**config.mk**
```make
export PLATFORM = sky130hd
export DESIGN_NAME = ex_div_flat
export DESIGN_NICKNAME = d
export VERILOG_FILES = /design/src/rtl/ex_div_if.sv /design/src/rtl/ex_div.sv /design/src/flat_wrapper.sv
export SDC_FILE = /design/constraint.sdc
export NUM_CORES = 1
export LEC_CHECK = 0
export BUFFER_PORTS_ARGS = -buffer_cell sky130_fd_sc_hd__buf_4
export CAP_MARGIN = 10
export CORE_ASPECT_RATIO = 0.9
export CORE_UTILIZATION = 60
export CTS_BUF_LIST = sky130_fd_sc_hd__clkbuf_16
export CTS_CLUSTER_SIZE = 20
export DETAILED_ROUTE_END_ITERATION = 10
export GPL_TIMING_DRIVEN = 0
export HOLD_SLACK_MARGIN = 0.03
export PLACE_DENSITY_LB_ADDON = 0.05
export REMOVE_ABC_BUFFERS = 1
export SYNTH_ARGS = -nofsm -noshare
export SYNTH_HDL_FRONTEND = slang
export SYNTH_SLANG_ARGS = --single-unit
```
**constraint.sdc**
```tcl
create_clock -name clk_i -period 12.2 [get_ports clk_i]
set_input_delay 0.61 -clock clk_i [delete_from_list [all_inputs] [get_ports clk_i]]
set_output_delay 0.61 -clock clk_i [all_outputs]
set_load 0.01 [all_outputs]
```
**src/rtl/ex_div_if.sv**
```systemverilog
// ex_div_if: ID/EX-to-divider bundle.
// The master side is the ID/EX register plus controller (decoded instruction,
// operands, rd, flush). The slave side is the EX-stage divider, which returns
// the hold request, the busy flag and the register-write result.
interface ex_div_if #(
   parameter int XLEN = 32
);
   logic [31:0]     inst_i;
   logic [XLEN-1:0] op1_i;
   logic [XLEN-1:0] op2_i;
   logic [4:0]      reg_waddr_i;
   logic            reg_wen_i;
   logic            flush_i;
   logic            hold_req_o;
   logic            busy_o;
   logic [XLEN-1:0] result_o;
   logic            result_valid_o;
   logic [4:0]      reg_waddr_o;

   modport master (
      output inst_i, op1_i, op2_i, reg_waddr_i, reg_wen_i, flush_i,
      input  hold_req_o, busy_o, result_o, result_valid_o, reg_waddr_o
   );

   modport slave (
      input  inst_i, op1_i, op2_i, reg_waddr_i, reg_wen_i, flush_i,
      output hold_req_o, busy_o, result_o, result_valid_o, reg_waddr_o
   );
endinterface

```
**src/rtl/ex_div.sv**
```systemverilog
// ex_div: iterative RV32M divider (DIV/DIVU/REM/REMU) in the EX stage.
// Radix-2 restoring division on operand magnitudes, 32 BUSY cycles, with
// divide-by-zero and signed overflow resolved in a single cycle at start.
// Optional feature macro: DIV_EARLY_OUT_EN -- when defined, a divisor whose
// magnitude exceeds the dividend magnitude also completes in one cycle.
module ex_div #(
   parameter int XLEN = 32,
   parameter int ITER = 32
) (
   input logic   clk_i,
   input logic   rst_n_i,
   ex_div_if.slave bus
);

   localparam logic [XLEN-1:0] ONE      = {{(XLEN-1){1'b0}}, 1'b1};
   localparam logic [XLEN-1:0] ALL_ONES = {XLEN{1'b1}};
   localparam logic [XLEN-1:0] MIN_NEG  = {1'b1, {(XLEN-1){1'b0}}};
   localparam logic [4:0]      CNT_LAST = 5'(ITER - 1);

   typedef enum logic [1:0] {IDLE, BUSY, DONE} state_t;

   state_t state_q, state_nx;

   // magnitude of an operand: two's-complement absolute value for signed ops
   function automatic logic [XLEN-1:0] magnitude(input logic [XLEN-1:0] v,
                                                  input logic           is_signed);
      return (is_signed && v[XLEN-1]) ? (~v + ONE) : v;
   endfunction

   // re-apply the latched sign to an unsigned quotient/remainder
   function automatic logic [XLEN-1:0] apply_sign(input logic [XLEN-1:0] v,
                                                   input logic           neg);
      return neg ? (~v + ONE) : v;
   endfunction

   // decode
   logic [6:0] opcode;
   logic [6:0] funct7;
   logic [2:0] funct3;
   logic       is_div_op;
   logic       signed_op;
   logic       rem_op;
   logic       start;
   logic       unused_inst;

   assign opcode      = bus.inst_i[6:0];
   assign funct3      = bus.inst_i[14:12];
   assign funct7      = bus.inst_i[31:25];
   assign unused_inst = ^{bus.inst_i[24:15], bus.inst_i[11:7]};
   assign is_div_op   = (opcode == 7'b0110011) && (funct7 == 7'b0000001) &&
                        funct3[2] && bus.reg_wen_i;
   assign signed_op   = ~funct3[0];
   assign rem_op      = funct3[1];
   assign start       = (state_q == IDLE) && is_div_op && !bus.flush_i;

   // operand conditioning and single-cycle cases
   logic [XLEN-1:0] mag1, mag2;
   logic            div_zero, sgn_ovf, early, fast;
   logic [XLEN-1:0] fast_result;

   assign mag1     = magnitude(bus.op1_i, signed_op);
   assign mag2     = magnitude(bus.op2_i, signed_op);
   assign div_zero = (bus.op2_i == '0);
   assign sgn_ovf  = signed_op && (bus.op1_i == MIN_NEG) && (bus.op2_i == ALL_ONES);
`ifdef DIV_EARLY_OUT_EN
   assign early    = !div_zero && (mag2 > mag1);
`else
   assign early    = 1'b0;
`endif
   assign fast     = div_zero || sgn_ovf || early;

   // pick the one-cycle answer; early-out behaves like quotient 0, remainder op1
   always_comb begin
      fast_result = '0;
      if (div_zero)
         fast_result = rem_op ? bus.op1_i : ALL_ONES;
      else if (sgn_ovf)
         fast_result = rem_op ? '0 : MIN_NEG;
      else if (early)
         fast_result = rem_op ? bus.op1_i : '0;
   end

   // datapath registers
   logic [XLEN-1:0] rem_q, quot_q, dvs_q, result_q;
   logic [4:0]      cnt_q, rd_q;
   logic            rem_op_q, q_neg_q, r_neg_q;

   // one restoring step: shift {rem,quot} left, trial-subtract in XLEN+1 bits
   logic signed [XLEN:0] trial;
   logic [XLEN-1:0]      rem_nx, quot_nx, final_result;

   // restoring iteration and final sign correction
   always_comb begin
      trial   = $signed({rem_q, quot_q[XLEN-1]}) - $signed({1'b0, dvs_q});
      rem_nx  = {rem_q[XLEN-2:0], quot_q[XLEN-1]};
      quot_nx = {quot_q[XLEN-2:0], 1'b0};
      if (!trial[XLEN]) begin
         rem_nx  = trial[XLEN-1:0];
         quot_nx = {quot_q[XLEN-2:0], 1'b1};
      end
      final_result = rem_op_q ? apply_sign(rem_nx, r_neg_q)
                              : apply_sign(quot_nx, q_neg_q);
   end

   // FSM state register
   always_ff @(posedge clk_i or negedge rst_n_i) begin
      if (!rst_n_i)
         state_q <= IDLE;
      else
         state_q <= state_nx;
   end

   // FSM next-state logic; flush returns to IDLE from BUSY, DONE always ends
   always_comb begin
      state_nx = state_q;
      unique case (state_q)
         IDLE: if (start) state_nx = fast ? DONE : BUSY;
         BUSY: begin
            if (bus.flush_i)
               state_nx = IDLE;
            else if (cnt_q == CNT_LAST)
               state_nx = DONE;
         end
         DONE: state_nx = IDLE;
         default: state_nx = IDLE;
      endcase
   end

   // FSM outputs; hold is combinational from start to stall the next instruction
   always_comb begin
      bus.hold_req_o     = start || ((state_q == BUSY) && !bus.flush_i);
      bus.busy_o         = (state_q == BUSY);
      bus.result_valid_o = (state_q == DONE) && !bus.flush_i;
   end

   // capture at start, iterate while BUSY, register the result on entry to DONE
   always_ff @(posedge clk_i or negedge rst_n_i) begin
      if (!rst_n_i) begin
         rem_q    <= '0;
         quot_q   <= '0;
         dvs_q    <= '0;
         result_q <= '0;
         cnt_q    <= '0;
         rd_q     <= '0;
         rem_op_q <= 1'b0;
         q_neg_q  <= 1'b0;
         r_neg_q  <= 1'b0;
      end else if (start) begin
         rd_q     <= bus.reg_waddr_i;
         rem_op_q <= rem_op;
         q_neg_q  <= signed_op && (bus.op1_i[XLEN-1] ^ bus.op2_i[XLEN-1]);
         r_neg_q  <= signed_op && bus.op1_i[XLEN-1];
         dvs_q    <= mag2;
         quot_q   <= mag1;
         rem_q    <= '0;
         cnt_q    <= '0;
         if (fast)
            result_q <= fast_result;
      end else if ((state_q == BUSY) && !bus.flush_i) begin
         rem_q  <= rem_nx;
         quot_q <= quot_nx;
         cnt_q  <= cnt_q + 5'd1;
         if (cnt_q == CNT_LAST)
            result_q <= final_result;
      end
   end

   assign bus.result_o    = result_q;
   assign bus.reg_waddr_o = rd_q;

endmodule
```
**src/flat_wrapper.sv**
```systemverilog
// flat-port wrapper written by rule: the top's interface ports become plain ports
module ex_div_flat 
#(
   parameter int XLEN = 32,
   parameter int ITER = 32
)
  (clk_i, rst_n_i, bus_inst_i, bus_op1_i, bus_op2_i, bus_reg_waddr_i, bus_reg_wen_i, bus_flush_i, bus_hold_req_o, bus_busy_o, bus_result_o, bus_result_valid_o, bus_reg_waddr_o);
  ex_div_if #(.XLEN(XLEN)) bus_i ();
  input logic clk_i;
  input logic rst_n_i;
  input wire logic [$bits(bus_i.inst_i)-1:0] bus_inst_i;
  input wire logic [$bits(bus_i.op1_i)-1:0] bus_op1_i;
  input wire logic [$bits(bus_i.op2_i)-1:0] bus_op2_i;
  input wire logic [$bits(bus_i.reg_waddr_i)-1:0] bus_reg_waddr_i;
  input wire logic [$bits(bus_i.reg_wen_i)-1:0] bus_reg_wen_i;
  input wire logic [$bits(bus_i.flush_i)-1:0] bus_flush_i;
  output wire logic [$bits(bus_i.hold_req_o)-1:0] bus_hold_req_o;
  output wire logic [$bits(bus_i.busy_o)-1:0] bus_busy_o;
  output wire logic [$bits(bus_i.result_o)-1:0] bus_result_o;
  output wire logic [$bits(bus_i.result_valid_o)-1:0] bus_result_valid_o;
  output wire logic [$bits(bus_i.reg_waddr_o)-1:0] bus_reg_waddr_o;
  assign bus_i.inst_i = bus_inst_i;
  assign bus_i.op1_i = bus_op1_i;
  assign bus_i.op2_i = bus_op2_i;
  assign bus_i.reg_waddr_i = bus_reg_waddr_i;
  assign bus_i.reg_wen_i = bus_reg_wen_i;
  assign bus_i.flush_i = bus_flush_i;
  assign bus_hold_req_o = bus_i.hold_req_o;
  assign bus_busy_o = bus_i.busy_o;
  assign bus_result_o = bus_i.result_o;
  assign bus_result_valid_o = bus_i.result_valid_o;
  assign bus_reg_waddr_o = bus_i.reg_waddr_o;
  ex_div #(.XLEN(XLEN), .ITER(ITER)) u_core (.clk_i(clk_i), .rst_n_i(rst_n_i), .bus(bus_i));
endmodule
```
# --- Word-level counts from Yosys, hierarchy flattened ---
# Cells that the tools add are included.
totals:
  in_bits: 105
  ff_bits: 143
  out_inout_bits: 40
  wordCells: 79
op_classes:
  eq_ne: 10
  n_bitwise: 6
  n_addsub: 6
  n_reduce_logical: 21
  mux: 26
op_table:
  columns: ["cell", "n"]
  rows:
  - ["32-bit 2-to-1 mux", 18]
  - ["32-bit by 1-bit adder with 32-bit output (second input constant)", 4]
  - ["32-bit NOT", 4]
  - ["32-bit equality test (second input constant)", 2]
  - ["33-bit subtractor", 1]
  - ["32-bit logical NOT", 1]
  - ["1-bit logical AND", 12]
  - ["5-bit 2-to-1 mux", 2]
  - ["2-bit 2-to-1 mux", 4]
  - ["7-bit by 1-bit equality test with 1-bit output (second input constant)", 1]
  - ["7-bit by 6-bit equality test with 1-bit output (second input constant)", 1]
  - ["5-bit by 1-bit adder with 5-bit output (second input constant)", 1]
  - ["5-bit equality test (second input constant)", 1]
  - ["2-bit case mux with 2 select lines", 1]
  - ["2-bit nonzero test", 2]
  - ["3-bit by 2-bit inequality test with 1-bit output (second input constant)", 1]
  - ["3-bit AND reduction", 1]
  - ["2-bit by 1-bit equality test with 1-bit output (second input constant)", 1]
  - ["2-bit equality test (second input constant)", 1]
  - ["2-bit logical NOT", 1]
  - ["1-bit logical OR", 2]
  - ["2-bit by 1-bit inequality test with 1-bit output (second input constant)", 1]
  - ["2-bit inequality test (second input constant)", 1]
  - ["2-bit AND reduction", 1]
  - ["4 further kinds", 4]

# --- Longest topological paths before layout ---
depth:
  ltp_word: 9
  depth_mapped: 27
  depth_no_buf: 24

# --- Worst setup path before layout ---
# OpenSTA, ideal clock, no wires.
synth_path:
  path_kind: "register to register"
  from: "reg u_core.quot_q[31]"
  to: "reg u_core.result_q[30], in the netlist u_core.bus.result_o[30]"
  path_stages_with_launch: 26
  n_path_buf: 3
  slack_ns: 6.777
  setup_ns: 0.086
  period_less_slack_ns: 5.423
  arrival_time_ns: 5.337
  required_time_ns: 12.114
  cell_sequence: "dfrtp_1 -> inv_1 -> ha_1 -> inv_1 -> fa_1 -> a211oi_2 -> o211ai_1 -> and2_4 -> o211ai_2 -> a21oi_2 -> nor2_2 -> inv_2 -> clkbuf_1 -> buf_1 -> clkbuf_1 -> a21oi_1 -> ha_1 -> inv_1 -> nor4_1 -> and4_1 -> a2111oi_1 -> a221oi_2 -> or4b_1 -> or3_1 -> o31a_1 -> nor3_1"
synth_via:
  elab_chain_len: 9
  elab_cells_between_ends: 13
  classes_between: "add/sub: 3; mux: 8; bitwise: 2"
synth_lines:
  columns: ["element", "line_no", "source"]
  rows:
  - ["start: declaration", "ex_div.sv:84", "logic [XLEN-1:0] rem_q, quot_q, dvs_q, result_q;"]
  - ["start signal: assignment", "ex_div.sv:154", "quot_q <= mag1;"]
  - ["start signal: assignment", "ex_div.sv:161", "quot_q <= quot_nx;"]
  - ["33-bit subtractor", "ex_div.sv:94", "trial = $signed({rem_q, quot_q[XLEN-1]}) - $signed({1'b0, dvs_q});"]
  - ["1-bit 2-to-1 mux / 32-bit 2-to-1 mux (equally long branches)", "ex_div.sv:97", "if (!trial[XLEN]) begin"]
  - ["32-bit NOT", "ex_div.sv:33", "return neg ? (~v + ONE) : v;"]
  - ["32-bit by 1-bit adder with 32-bit output", "ex_div.sv:33", null]
  - ["32-bit 2-to-1 mux", "ex_div.sv:33", null]
  - ["32-bit 2-to-1 mux (*)", "ex_div.sv:101", "final_result = rem_op_q ? apply_sign(rem_nx, r_neg_q)"]
  - ["32-bit 2-to-1 mux (*)", "ex_div.sv:163", "if (cnt_q == CNT_LAST)"]
  - ["32-bit 2-to-1 mux (*)", "ex_div.sv:159", "end else if ((state_q == BUSY) && !bus.flush_i) begin"]
  - ["32-bit 2-to-1 mux (*)", "ex_div.sv:148", "end else if (start) begin"]
  - ["end signal: assignment", "ex_div.sv:158", "result_q <= fast_result;"]
  - ["end signal: assignment", "ex_div.sv:164", "result_q <= final_result;"]
  - ["end: declaration", "ex_div.sv:84", null]
# Every way passes the cells marked *; elsewhere a longest branch is shown, timed or not. The select of a mux whose other input is x is not followed.
# A chain may end at the register's enable or synchronous reset.

# --- Worst setup path in the final report ---
# Same ends and word-level chain as after synthesis.

==> run summary <==
The flow ran to the end, but the final reports show violations. The slew of the pin with the lowest slew margin is 1.23 ns. The final antenna diode count is 0. The wire length after detailed routing is 37200 um. The share of flip-flops with an asynchronous set or reset came out at 100%. Derived from the worst setup path, the maximum achievable clock frequency is 136 MHz. The total overflow reported by the global router came out at 0.

In this run the vertical extent of the chip is 137 um. The count of hold-fix buffers inserted at cts is 0. STA classifies the critical path startpoint as a flip-flop.

Each instance of the synthesized netlist takes up on average 7.84 sq um. The number of unique standard cell types used by synthesis came out at 94. The power density over cell area came out at about 79 nW/um^2. The DRC violation count after routing is 12.

The final sum of negative setup slack is 0 ns. The wire length of the first global-routing pass came out at around 59000 um. The area of all placed cells without fillers came out at 13900 sq um. The total number of vias is 12405.

In this run the worst path has a maximum fanout of 32. Synthesis handed over a netlist of 1551 instances. The final number of setup-violating endpoints is 0. Setup repair after global routing left no endpoint under its margin.

In this run the static leakage power is between 0.006 and 0.007 uW. The worst ir drop on vdd came out at 0.0658 mV. The synthesized design contains 0 enable-type register cells.

The worst slew margin relative to its limit came out at 17.6%. The number of clock sinks came out at 143. The count of cells resized by post-cts repair came out at 0.

The number of buffers inserted by port buffering came out at 129. The logic depth of the worst register-to-register path came out at 25. The starting utilization of the core area came out at between 60% and 70%. TritonCTS built the clock tree. The critical path arrival is 7.69 ns.

The row count came out at 49. The synthesis-to-layout area growth came out at 14.2%. The number of I/O pins is 145.

The maximum level of the CTS H-tree came out at 4. The buffer depth of the longest clock path came out at 2. In this run the worst hold path is classified as input port to async pin. The library cell used as clock root buffer is sky130_fd_sc_hd__clkbuf_16. The count of synthesis-stage warnings from yosys came out at 0. Fill cells in the final layout number approximately 1700. The DRC violation total after the first TritonRoute iteration is 1296.

For this run, the post-layout net count is 1763. The worst setup path is of the flip-flop to flip-flop kind. The worst-skew pair later-pin latency is 0.44 ns. The reported max-cap violation count is 0. The most used flip-flop cell after synthesis is sky130_fd_sc_hd__dfrtp_1. The mapped netlist covers between 10000 and 15000 sq um.

After legalization and detailed placement, the total HPWL measured 27600 um. The register area came out at about 3600 sq um. STA classifies the critical path endpoint as a flip-flop. The post-CTS repair timing setup buffer count is 0. The data required time at the worst endpoint is 12.51 ns. In this run the horizontal extent of the chip is about 150 um. In the routed layout, each cell is associated on average with a via count of 6.58.

The cell area reported after detailed placement is 13300 sq um. Buffers inserted during clock tree synthesis total 17. The floorplan die area is 20800 sq um. The via count of the first global-routing pass was 11227. Leaving out fill and tap cells, the most frequent cell in the layout is sky130_fd_sc_hd__o21ai_0. The final worst clock skew is 0.00984 ns.

The number of antenna-violating nets in the routed design is 0. The core region is 19900 sq um. The post-synthesis register bit count is about 140.

The count of endpoints failing hold in the final timing report is 0. The share of cells above drive strength 1 came out at a little over an eighth. The final reports fail on DRC. The routed wire length per instance is 19.7 um. The clock transition at the register clock pins on the worst setup and hold paths after CTS is 0.07 ns. The maximum number of pins on one net before global-route repair came out at 82. The weighted congestion reported at the end of routability-driven placement came out at 0.932. Summing the sequential cell areas from Yosys gives 29.4% of the chip area. The post-route clock period utilization is just over 60%. The number of antenna violations at the first check in global routing was 0.

The total track usage is a little over a third. The post-layout minimum cycle time is 7.38 ns. The first detailed-routing pass took 10 iterations.

In the final layout, the multi-input gates occupy 7960 sq um. The number of pins exceeding their max-slew limit in the final report is 0. In the layout the commonest cells are sky130_fd_sc_hd__o21ai_0, sky130_fd_sc_hd__nand2_1, sky130_fd_sc_hd__dfrtp_1.
[worst max-delay path: stages (launching register included)]
cell and delay, ns:
sky130_fd_sc_hd__dfrtp_1 0.51, sky130_fd_sc_hd__inv_1 0.08, sky130_fd_sc_hd__ha_1 0.20, sky130_fd_sc_hd__inv_1 0.09, sky130_fd_sc_hd__fa_1 0.25, sky130_fd_sc_hd__a211oi_2 0.09
sky130_fd_sc_hd__o211ai_1 0.45, sky130_fd_sc_hd__and2_4 0.26, sky130_fd_sc_hd__o211ai_2 0.17, sky130_fd_sc_hd__a21oi_2 0.86, sky130_fd_sc_hd__nor2_4 0.25, sky130_fd_sc_hd__buf_12 0.26
sky130_fd_sc_hd__inv_2 0.47, sky130_fd_sc_hd__nor2_1 0.08, sky130_fd_sc_hd__a21oi_1 0.36, sky130_fd_sc_hd__ha_1 0.29, sky130_fd_sc_hd__inv_1 0.09, sky130_fd_sc_hd__nor4_1 0.51
sky130_fd_sc_hd__nand2_1 0.11, sky130_fd_sc_hd__a21oi_1 0.14, sky130_fd_sc_hd__a2111oi_1 0.13, sky130_fd_sc_hd__a221oi_2 0.27, sky130_fd_sc_hd__or4b_1 0.56, sky130_fd_sc_hd__or3_1 0.37
sky130_fd_sc_hd__nor4_1 0.31, sky130_fd_sc_hd__nor3_1 0.09
[synth_stat cells, drive strengths merged, types with 29 or more instances]
cell / instances / area, sq um
nand2: 159 / 599
nor2: 104 / 393
xor2: 43 / 377
xnor2: 86 / 753
nand3: 58 / 300
nor3: 41 / 210
ha: 39 / 488
dfrtp: 143 / 3580
o21ai: 194 / 971
a21oi: 108 / 567
inv: 70 / 263
clkbuf: 72 / 270
a22oi: 29 / 218
[state kept, by name, indices dropped and copies added, names as in the netlist]
signal,cells
u_core.bus.result_o,32
u_core.dvs_q,32
u_core.quot_q,32
u_core.rem_q,32
u_core.bus.reg_waddr_o,5
u_core.cnt_q,5
u_core.state_q,2
u_core.q_neg_q,1
u_core.r_neg_q,1
u_core.rem_op_q,1
[final timing paths]
path / from / to / slack [ns]
min in group clk_i: bus_reg_waddr_i[1] / u_core.bus.reg_waddr_o[1] / 0.36
worst max-delay path: u_core.quot_q[31] / u_core.bus.result_o[30] / 4.82
worst min-delay path: rst_n_i / u_core.dvs_q[24] / 0.17
worst max register to register: u_core.quot_q[31] / u_core.bus.result_o[30] / 4.82
worst min register to register: u_core.bus.result_o[14] / u_core.bus.result_o[14] / 0.47
max in group asynchronous: rst_n_i / u_core.rem_q[13] / 11.19
[layout make-up]
type | count | share of cell area (%)
Timing Repair Buffer | 143 | 8.54
Sequential cell | 143 | 25.8
Multi-Input combinational cell | 1243 | 57.3
Inverter | 70 | 1.89
Clock inverter | 15 | 1.09
Tap cell | 255 | 2.30
Clock buffer | 17 | 3.06
[logic make-up (layout without fill, tap and decap cells)]
| logic type | after synthesis | in the layout | share of synthesized area (%) |
|---|---|---|---|
| compound gates | 515 | 515 | 27.3 |
| flops | 143 | 143 | 29.4 |
| mux | 33 | 33 | 2.77 |
| xor+xnor | 129 | 129 | 9.29 |
| buf+inv | 165 | 245 | 5.37 |
| simple gates | 526 | 526 | 21.7 |
| fa+ha+maj | 40 | 40 | 4.18 |
[where the power goes]
group          switching (uW)  internal [uW]  leakage [uW]
clock network             242            288      0.000284
logic                    48.8           38.3       0.00381
registers               0.145            474       0.00196
[layer usage]
metal	global-route usage [%]	share of wire, %
met1	48.9	44
met2	58.1	45
met3	7.19	8.2
met4	11.6	2.3
met5	0	0
[metrics by stage]
| stage | instances | worst slack [ns] | util, % | total power, uW | hold slack, ns |
|---|---|---|---|---|---|
| 2_1_floorplan | 1456 | 6.05 | - | 516 | 0.314 |
| 3_3_place_gp | 1840 | 0.853 | 65.5 | 566 | 0.458 |
| 3_5_place_dp | 1851 | 5.01 | 66.5 | 569 | 0.462 |
| 4_1_cts | 1883 | 4.95 | 69.4 | 1090 | 0.202 |
| 5_1_grt | 1886 | 4.42 | 69.7 | 1120 | 0.227 |
| 6_report | 1886 | 4.82 | 69.7 | 1090 | 0.172 |
(Power assumes the default switching activity.)
